===== config.mk =====
export PLATFORM = sky130hd
export DESIGN_NAME = mul_seq_flat
export DESIGN_NICKNAME = d
export VERILOG_FILES = /design/src/rtl/mul_seq_if.sv /design/src/rtl/mul_seq.sv /design/src/flat_wrapper.sv
export SDC_FILE = /design/constraint.sdc
export NUM_CORES = 1
export LEC_CHECK = 0
export CAP_MARGIN = 10
export CORE_UTILIZATION = 32
export CTS_CLUSTER_DIAMETER = 200
export DETAILED_ROUTE_END_ITERATION = 10
export SETUP_SLACK_MARGIN = 0.5
export SLEW_MARGIN = 25
export SYNTH_ARGS = -nofsm -noshare
export SYNTH_HDL_FRONTEND = slang
export SYNTH_SLANG_ARGS = --single-unit

===== constraint.sdc =====
create_clock -name clk -period 5.5 [get_ports clk]
set_input_delay 1.1 -clock clk [delete_from_list [all_inputs] [get_ports clk]]
set_output_delay 1.1 -clock clk [all_outputs]
set_load 0.02 [all_outputs]

===== src/rtl/mul_seq_if.sv =====
// Handshake bundle for mul_seq: operand request channel, result channel and status.
interface mul_seq_if;
  logic        start_valid;
  logic        start_ready;
  logic [15:0] a;
  logic [15:0] b;
  logic        res_valid;
  logic        res_ready;
  logic [31:0] product;
  logic        busy;

  modport master (
    output start_valid, a, b, res_ready,
    input  start_ready, res_valid, product, busy
  );

  modport slave (
    input  start_valid, a, b, res_ready,
    output start_ready, res_valid, product, busy
  );
endinterface


===== src/rtl/mul_seq.sv =====
// Sequential 16x16 unsigned multiplier built around a single shared 4x4 nibble multiplier;
// one nibble pair is accumulated per cycle over 16 cycles.
module mul_seq (
  input  logic      clk,
  input  logic      rst_n,
  mul_seq_if.slave  bus
);

  typedef enum logic [1:0] {IDLE, RUN, DONE} state_t;

  state_t      state_q, state_d;
  logic [15:0] a_q, a_d;
  logic [15:0] b_q, b_d;
  logic [31:0] acc_q, acc_d;
  logic [3:0]  k_q, k_d;
  logic [31:0] product_q, product_d;

  logic [3:0]  aNib;
  logic [3:0]  bNib;
  logic [7:0]  nibProd;
  logic [2:0]  nibPos;
  logic [31:0] term;

  // k[3:2] picks the multiplicand nibble, k[1:0] the multiplier nibble; their weight is 16^(i+j).
  always_comb begin
    aNib    = a_q[{k_q[3:2], 2'b00} +: 4];
    bNib    = b_q[{k_q[1:0], 2'b00} +: 4];
    nibProd = aNib * bNib;
    nibPos  = {1'b0, k_q[3:2]} + {1'b0, k_q[1:0]};
    term    = {24'd0, nibProd} << {nibPos, 2'b00};
  end

  always_comb begin
    state_d   = state_q;
    a_d       = a_q;
    b_d       = b_q;
    acc_d     = acc_q;
    k_d       = k_q;
    product_d = product_q;
    case (state_q)
      IDLE: begin
        if (bus.start_valid) begin
          a_d   = bus.a;
          b_d   = bus.b;
          acc_d = 32'd0;
          k_d   = 4'd0;
          if (bus.a == 16'd0 || bus.b == 16'd0) begin
            product_d = 32'd0;
            state_d   = DONE;
          end else begin
            state_d = RUN;
          end
        end
      end
      RUN: begin
        acc_d = acc_q + term;
        k_d   = k_q + 4'd1;
        if (k_q == 4'd15) begin
          product_d = acc_q + term;
          state_d   = DONE;
        end
      end
      DONE: begin
        if (bus.res_ready) begin
          state_d = IDLE;
        end
      end
      default: state_d = IDLE;
    endcase
  end

  always_ff @(posedge clk or negedge rst_n) begin
    if (!rst_n) begin
      state_q   <= IDLE;
      a_q       <= 16'd0;
      b_q       <= 16'd0;
      acc_q     <= 32'd0;
      k_q       <= 4'd0;
      product_q <= 32'd0;
    end else begin
      state_q   <= state_d;
      a_q       <= a_d;
      b_q       <= b_d;
      acc_q     <= acc_d;
      k_q       <= k_d;
      product_q <= product_d;
    end
  end

  assign bus.start_ready = (state_q == IDLE);
  assign bus.busy        = (state_q != IDLE);
  assign bus.res_valid   = (state_q == DONE);
  assign bus.product     = product_q;

endmodule


===== src/flat_wrapper.sv =====
// flat-port wrapper written by rule: the top's interface ports become plain ports
module mul_seq_flat 
  (clk, rst_n, bus_start_valid, bus_a, bus_b, bus_res_ready, bus_start_ready, bus_res_valid, bus_product, bus_busy);
  mul_seq_if bus_i ();
  input  logic clk;
  input  logic rst_n;
  input wire logic [$bits(bus_i.start_valid)-1:0] bus_start_valid;
  input wire logic [$bits(bus_i.a)-1:0] bus_a;
  input wire logic [$bits(bus_i.b)-1:0] bus_b;
  input wire logic [$bits(bus_i.res_ready)-1:0] bus_res_ready;
  output wire logic [$bits(bus_i.start_ready)-1:0] bus_start_ready;
  output wire logic [$bits(bus_i.res_valid)-1:0] bus_res_valid;
  output wire logic [$bits(bus_i.product)-1:0] bus_product;
  output wire logic [$bits(bus_i.busy)-1:0] bus_busy;
  assign bus_i.start_valid = bus_start_valid;
  assign bus_i.a = bus_a;
  assign bus_i.b = bus_b;
  assign bus_i.res_ready = bus_res_ready;
  assign bus_start_ready = bus_i.start_ready;
  assign bus_res_valid = bus_i.res_valid;
  assign bus_product = bus_i.product;
  assign bus_busy = bus_i.busy;
  mul_seq u_core (.clk(clk), .rst_n(rst_n), .bus(bus_i));
endmodule

==> summary.md, run 1 <==
* **actual slew at the worst max-slew pin** 894.8 ps
* **max incr delay on CP** 560 ps
* **Main synth FF type** sky130_fd_sc_hd__dfrtp_1
* **max-slew violations** 0
* **clock tree from TritonCTS** done
* **Distinct cells, synth** 60
* **number of stages on the worst setup path** 25
* **share of power burned in combinational logic** 73.8%
* **worst min-delay path category** reg -> reg
* **Critical Path RT** 5790 ps
* **number of buffers and inverters on the critical path** 3
* **number of global-route vias before repair** 5,671
* **CP Class** reg -> reg
* **IO buf count** 70
* **setup repair after global routing missed its margin** true
* **portion of the clock cycle consumed by the worst path in the final layout** 101.9%
* **total power per unit cell area** 764.3 nW/µm²
* **cell type contributing the most total cell area after synthesis** sky130_fd_sc_hd__dfrtp_1
* **area added between synthesis and finish** 37.70%
* **worst-case clock buffer depth** 2
* **Net Count, Synth** 768
* **leading cell types by total area after synthesis** sky130_fd_sc_hd__dfrtp_1 (39%), sky130_fd_sc_hd__ha_1 (8.6%), sky130_fd_sc_hd__mux2_2 (5.8%)
* **fraction of synthesis flops using an asynchronous set or reset pin** 100.0%
* **violations in the final reports** negative setup slack
* **residual DRC count** 0
* **parity-gate share of the synthesized area counting xor and xnor cells** 4.091%
* **number of rows created at floorplan** 51
* **CTS Sinks** 102
* **Multi-input gate area** 4190 µm²
* **post-detailed-placement half-perimeter wirelength** 12.53 mm
* **headroom to the max-slew limit** 40.35%
* **total die area** 21,030 µm²
* **Top Ports** 71
* **Finished Layout Cells** 1,114
* **Final Worst Setup Slack** -103.4 ps
* **routability cong.** 0.8652
* **gate family responsible for the most delay along the worst path** adder cells
* **switching power as a share of total power** 44.30%
* **total wirelength of the detailed-routed design** 17.36 mm
* **Reg power frac** 16.6%
* **number of cells after detailed placement** 1,060
* **part of the power in the clock network** 9.5%
* **Worst-path clk slew** 80 ps
* **clock insertion delay at the later pin of the skew report** 370 ps
* **synth cell count leaders** sky130_fd_sc_hd__dfrtp_1 (102), sky130_fd_sc_hd__nand2_1 (96), sky130_fd_sc_hd__nor2_1 (47)
* **number of antenna violations at the first check in global routing** 0
* **wire length of the first global-routing pass** 28.60 mm
* **first-pass detailed-route iteration total** 4
* **main combinational cell family by area after synthesis** compound AO/OA/AOI/OAI gates
* **Die Span Y** 145.0 µm
* **post-route antenna net violation count** 0
* **critical path arrival** 5900 ps
* **highest clock rate** 178.5 MHz
* **average routed wire per standard cell** 15.58 µm
* **Iter 0 DRT Violations** 356
* **simple-gate area share of the yosys netlist** 16.73%
* **total congestion overflow** 0
* **Post-Synthesis Cells** 681
* **die width** 145.0 µm
* **clock tree root driver cell** sky130_fd_sc_hd__clkbuf_16
* **count of flip-flops with a built-in enable after synthesis** 0
* **Post-layout nets** 931
* **Yosys reg bits** 102
* **switching component of the power** 0.003051 W
* **fraction of final layout cells sized beyond drive strength 1** 28.27%
* **number of clock buffers inserted by TritonCTS** 9
* **utilization after layout** 45.56%
* **adder and majority cell fraction of the synthesized area** 10.44%
* **critical path capture point type** flop
* **internal power** 0.003837 W
* **VDD IR max** 572.2 µV
* **core area** 19,780 µm²
* **Worst Skew** 9.391 ps
* **Yosys top cell area share** 39.00%
* **minimum clock period after layout** 5603 ps
* **CTS H-tree depth** 3
* **library cell with the highest instance count after synthesis** sky130_fd_sc_hd__dfrtp_1
* **initial standard-cell utilization of the core** 33.09%
* **yosys synthesis warning count** 0
* **cell with the largest stage delay on the worst path** sky130_fd_sc_hd__mux4_2
* **number of cells traversed by the worst register-to-register path** 25
* **Fillers** 1,921
* **maximum number of pins on one net before global-route repair** 60
* **final setup violation count** 19
* **number of maximum-capacitance constraint violations** 0
* **result of the run** complete, but fails checks
* **total area of sequential cells** 2555 µm²
* **sequential cell area fraction in the yosys report** 39.00%
* **Avg Vias per Cell** 5.047
* **# hold bufs at CTS** 0
* **post-synthesis instance area** 6545 µm²
* **number of cells on the worst hold path** 2
* **multiplexer share of the synthesized area** 9.080%
* **Max Fanout on Critical Path** 4
* **kind of launch point of the worst setup path** flop
* **hold violation total from the final report** 0
* **via count** 5,622
* **Static Leak** 4.174 nW
* **number of diodes** 0
* **complex-gate fraction of the synthesized area** 18.03%
* **total track usage** 16.94%
* **Synth Area per Inst** 9.611 µm²
* **Fin Setup TNS** -961.4 ps
## flip-flops by register name (all words and copies together), names as in the netlist
| signal | cells |
|---|---|
| u_core.bus.product | 32 |
| u_core.b_q | 16 |
| u_core.a_q | 16 |
| u_core.state_q | 2 |
| u_core.k_q | 4 |
| u_core.acc_q | 32 |
## area by class of cell
type / count / share of cell area [%]
Multi-Input combinational cell: 533 / 46.49
Clock inverter: 7 / 0.8191
Tap cell: 265 / 3.679
Sequential cell: 102 / 28.35
Inverter: 18 / 0.7497
Clock buffer: 9 / 2.499
Timing Repair Buffer: 180 / 17.41
## power groups by stage
stage	clock network [W]	logic, W	registers, W
3_5_place_dp	0	0.00418	0.00116
6_report	0.000658	0.00509	0.00114
3_3_place_gp	0	0.00416	0.00115
5_1_grt	0.000708	0.00557	0.00118
4_1_cts	0.000677	0.00473	0.00115
2_1_floorplan	0	0.00258	0.00115
## worst register-to-register path: stages (launching register included)
cell and delay (ps):
sky130_fd_sc_hd__dfrtp_2 430, sky130_fd_sc_hd__mux4_2 560, sky130_fd_sc_hd__nand2_2 90, sky130_fd_sc_hd__fa_1 410
sky130_fd_sc_hd__inv_1 70, sky130_fd_sc_hd__fa_1 430, sky130_fd_sc_hd__ha_1 280, sky130_fd_sc_hd__a21o_1 170
sky130_fd_sc_hd__a21oi_2 150, sky130_fd_sc_hd__o21bai_1 110, sky130_fd_sc_hd__a21oi_1 170, sky130_fd_sc_hd__xor2_1 260
sky130_fd_sc_hd__nor3_1 80, sky130_fd_sc_hd__a21oi_1 170, sky130_fd_sc_hd__nor2_1 80, sky130_fd_sc_hd__ha_1 350
sky130_fd_sc_hd__buf_4 130, sky130_fd_sc_hd__nand3_1 90, sky130_fd_sc_hd__a21oi_2 150, sky130_fd_sc_hd__a311oi_2 60
sky130_fd_sc_hd__buf_4 160, sky130_fd_sc_hd__a21oi_4 200, sky130_fd_sc_hd__o2111ai_4 140, sky130_fd_sc_hd__and4_1 230
sky130_fd_sc_hd__or4_4 480, sky130_fd_sc_hd__o211ai_2 80
## metal layers
layer  up-vias  track usage (%)  wire (µm)
met5         -                0          0
met4         0            5.479        258
met3        18            2.830        567
met2        97            26.56       7995
met1      2709            23.63       8535
li1       2798                -          -
## stage by stage
step	hold WS (ps)	total power, W	instance area [µm²]	setup WS [ps]
after floorplan	449.9	0.003733	6599	159.1
after CTS	489.7	0.006552	8730	-64.45
after detailed placement	471.7	0.005333	8053	-207.8
final	481.1	0.006888	9012	-103.4
after global routing	517.3	0.007453	9012	-407.0
after global placement	468.2	0.005312	8053	-63.48
## path summary, 6_finish.rpt
| kind | from | to | slack [ps] |
|---|---|---|---|
| setup / recovery | u_core.k_q[0] | u_core.acc_q[31] | -100 |
| hold / removal | u_core.bus.product[18] | u_core.bus.product[18] | 480 |
| setup reg to reg | u_core.k_q[0] | u_core.acc_q[31] | -100 |
| hold reg to reg | u_core.bus.product[18] | u_core.bus.product[18] | 480 |
| max in group asynchronous | rst_n | u_core.bus.product[14] | 3680 |
| min in group asynchronous | rst_n | u_core.acc_q[28] | 790 |
## cell usage in the layout (no fill, tap or decap), drive strengths merged, types with 8 or more instances in the layout
cell type      synthesis  final
and3                   9      9
buf                    2    111
nand2                 96     96
nor4                   9      9
nor2b                 10     10
nor2                  47     47
dfrtp                102    102
nor3                   9      9
inv                   18     23
clkbuf                26      9
ha                    45     45
nand2b                12     12
and2                  18     18
a22o                  21     21
mux4                   8      8
a21o                  14     14
a21oi                 35     35
xnor2                 18     18
clkdlybuf4s50          0     69
o21ai                 44     44
mux2                  35     35
nand3                 12     12
xor2                  10     10
## logic make-up after synthesis
group,Yosys count
buffers and inverters,46
XOR/XNOR,29
flip-flops,102
adder cells (fa/ha/maj),51
AND/OR/NAND/NOR,235
multiplexers,45
AO/OA/AOI/OAI,173
## what timing repair did
action                                  CTS  global route
pin swaps                                50            32
endpoints found under the setup margin   44            49
buffers inserted                         24            14
resized for setup                        46            37
cloned                                    0             0
Note: power is estimated with default switching activity, not from simulation.
==> inputs of run 2 (changes only) <==
--- a/config.mk
+++ b/config.mk
@@ -6,6 +6,7 @@
 export NUM_CORES = 1
 export LEC_CHECK = 0
 export CAP_MARGIN = 10
+export CORE_ASPECT_RATIO = 0.7
 export CORE_UTILIZATION = 32
 export CTS_CLUSTER_DIAMETER = 200
 export DETAILED_ROUTE_END_ITERATION = 10
==> summary.md, run 2 (synthesized netlist as in run 1, its figures left out) <==
* **Final Worst Setup Slack** -118.9 ps
* **number of antenna violations at the first check in global routing** 0
* **Top Ports** 71
* **cell with the largest stage delay on the worst path** sky130_fd_sc_hd__mux4_2
* **worst-case clock buffer depth** 2
* **number of maximum-capacitance constraint violations** 0
* **CTS H-tree depth** 3
* **CP Class** reg -> reg
* **Worst Skew** 9.574 ps
* **total area of sequential cells** 2555 µm²
* **violations in the final reports** negative setup slack
* **kind of launch point of the worst setup path** flop
* **via count** 5,736
* **highest clock rate** 178.0 MHz
* **initial standard-cell utilization of the core** 32.88%
* **Iter 0 DRT Violations** 391
* **fraction of final layout cells sized beyond drive strength 1** 29.99%
* **max-slew violations** 0
* **setup repair after global routing missed its margin** true
* **clock insertion delay at the later pin of the skew report** 360 ps
* **number of diodes** 0
* **portion of the clock cycle consumed by the worst path in the final layout** 102.2%
* **actual slew at the worst max-slew pin** 1001 ps
* **final setup violation count** 8
* **# hold bufs at CTS** 0
* **most frequent cell on the critical path** sky130_fd_sc_hd__a21oi_2
* **Multi-input gate area** 4334 µm²
* **total track usage** 17.89%
* **critical path arrival** 5890 ps
* **Post-Place Cell Area** 8021 µm²
* **average routed wire per standard cell** 16.53 µm
* **area added between synthesis and finish** 38.77%
* **clock tree root driver cell** sky130_fd_sc_hd__clkbuf_16
* **die width** 172.9 µm
* **routability cong.** 0.8635
* **pre-CTS setup slack** -237.6 ps
* **wire length of the first global-routing pass** 29.79 mm
* **smallest hold slack** 477.4 ps
* **headroom to the max-slew limit** 33.03%
* **maximum number of pins on one net before global-route repair** 53
* **result of the run** complete, but fails checks
* **Avg Vias per Cell** 5.182
* **Critical Path RT** 5780 ps
* **post-route antenna net violation count** 0
* **number of clock buffers inserted by TritonCTS** 9
* **Layout Cell Area excl Fill** 9082 µm²
* **Fillers** 1,875
* **clock tree from TritonCTS** done
* **number of rows created at floorplan** 43
* **total die area** 21,040 µm²
* **CTS Sinks** 102
* **first-pass detailed-route iteration total** 5
* **Die Span Y** 121.7 µm
* **max incr delay on CP** 570 ps
* **worst min-delay path category** reg -> reg
* **hold violation total from the final report** 0
* **total wirelength of the detailed-routed design** 18.30 mm
* **Post-layout nets** 919
* **minimum clock period after layout** 5619 ps
* **highest-count cells in the layout ignoring fill and taps** sky130_fd_sc_hd__dfrtp_1 (100), sky130_fd_sc_hd__nand2_1 (94), sky130_fd_sc_hd__buf_4 (81), sky130_fd_sc_hd__clkdlybuf4s50_1 (69), sky130_fd_sc_hd__nor2_1 (39)
* **critical path capture point type** flop
* **total congestion overflow** 0
* **number of global-route vias before repair** 5,655
* **residual DRC count** 0
* **core area** 19,910 µm²
* **Worst-path clk slew** 70 ps
* **IO buf count** 70
* **commonest non-fill, non-tap cell in the layout** sky130_fd_sc_hd__dfrtp_1
* **Max Fanout on Critical Path** 4
* **post-detailed-placement half-perimeter wirelength** 12.91 mm
## run 2: changes by cell type in the layout (fill, tap and decap cells not counted), moves of 4 or more
cell                      change
sky130_fd_sc_hd__a21oi_1      -4
sky130_fd_sc_hd__buf_4       -18
sky130_fd_sc_hd__buf_6        +6
sky130_fd_sc_hd__nor2_1       -5
## run 2: routing by layer
layer / track usage (%) / vias up / share of wire, %
li1: - / 2775 / -
met1: 26.55 / 2797 / 52
met2: 26.31 / 141 / 42
met3: 3.995 / 23 / 4.6
met4: 3.927 / 0 / 1.4
met5: 0 / - / 0
## run 2: worst max-delay path: cells and delay by family, from the launching register on
kind	cells	cell delay, ps
AOI/OAI and AO/OA	12	1870
adders and majority gates	4	1430
and+or+nand+nor	4	700
muxes	1	570
DFF	1	420
buffers and inverters	3	340
xor gates and xnor gates	1	210
## run 2: final timing paths
check                                      startpoint                      to  slack (ps)  cells past startpoint
worst max-delay path                    u_core.k_q[2]        u_core.acc_q[31]        -120                     25
worst min-delay path            u_core.bus.product[2]   u_core.bus.product[2]         480                      2
worst max register to register          u_core.k_q[2]        u_core.acc_q[31]        -120                     25
worst min register to register  u_core.bus.product[2]   u_core.bus.product[2]         480                      2
max in group asynchronous                       rst_n           u_core.k_q[2]        3560                      2
min in group asynchronous                       rst_n  u_core.bus.product[23]         770                      1
## run 2: final cells by class
type                            count  share of cell area, %
Clock inverter                      5                 0.3720
Clock buffer                       11                  2.783
Multi-Input combinational cell    533                  47.72
Timing Repair Buffer              168                  16.53
Tap cell                          270                  3.720
Sequential cell                   102                  28.13
Inverter                           18                 0.7439
## run 2: timing repair
item                                    4_1_cts  5_1_grt
resized for setup                            68       52
gates cloned                                  0        0
setup buffers                                21       10
pin swaps                                    31       48
endpoints found under the setup margin       44       49
## run 2: through the flow
step / std cells / TNS, ps / utilization, %
after floorplan: 681 / 0 / -
after global placement: 1060 / -426.1 / 40.30
after detailed placement: 1060 / -1532 / 40.30
after CTS: 1097 / -773.4 / 44.09
after global routing: 1107 / -7007 / 45.63
final: 1107 / -236.9 / 45.63
Power of run 2 is left out: the tool's default activity adds up to more than one toggle a clock period on the data nets, which glitch-free logic cannot reach.
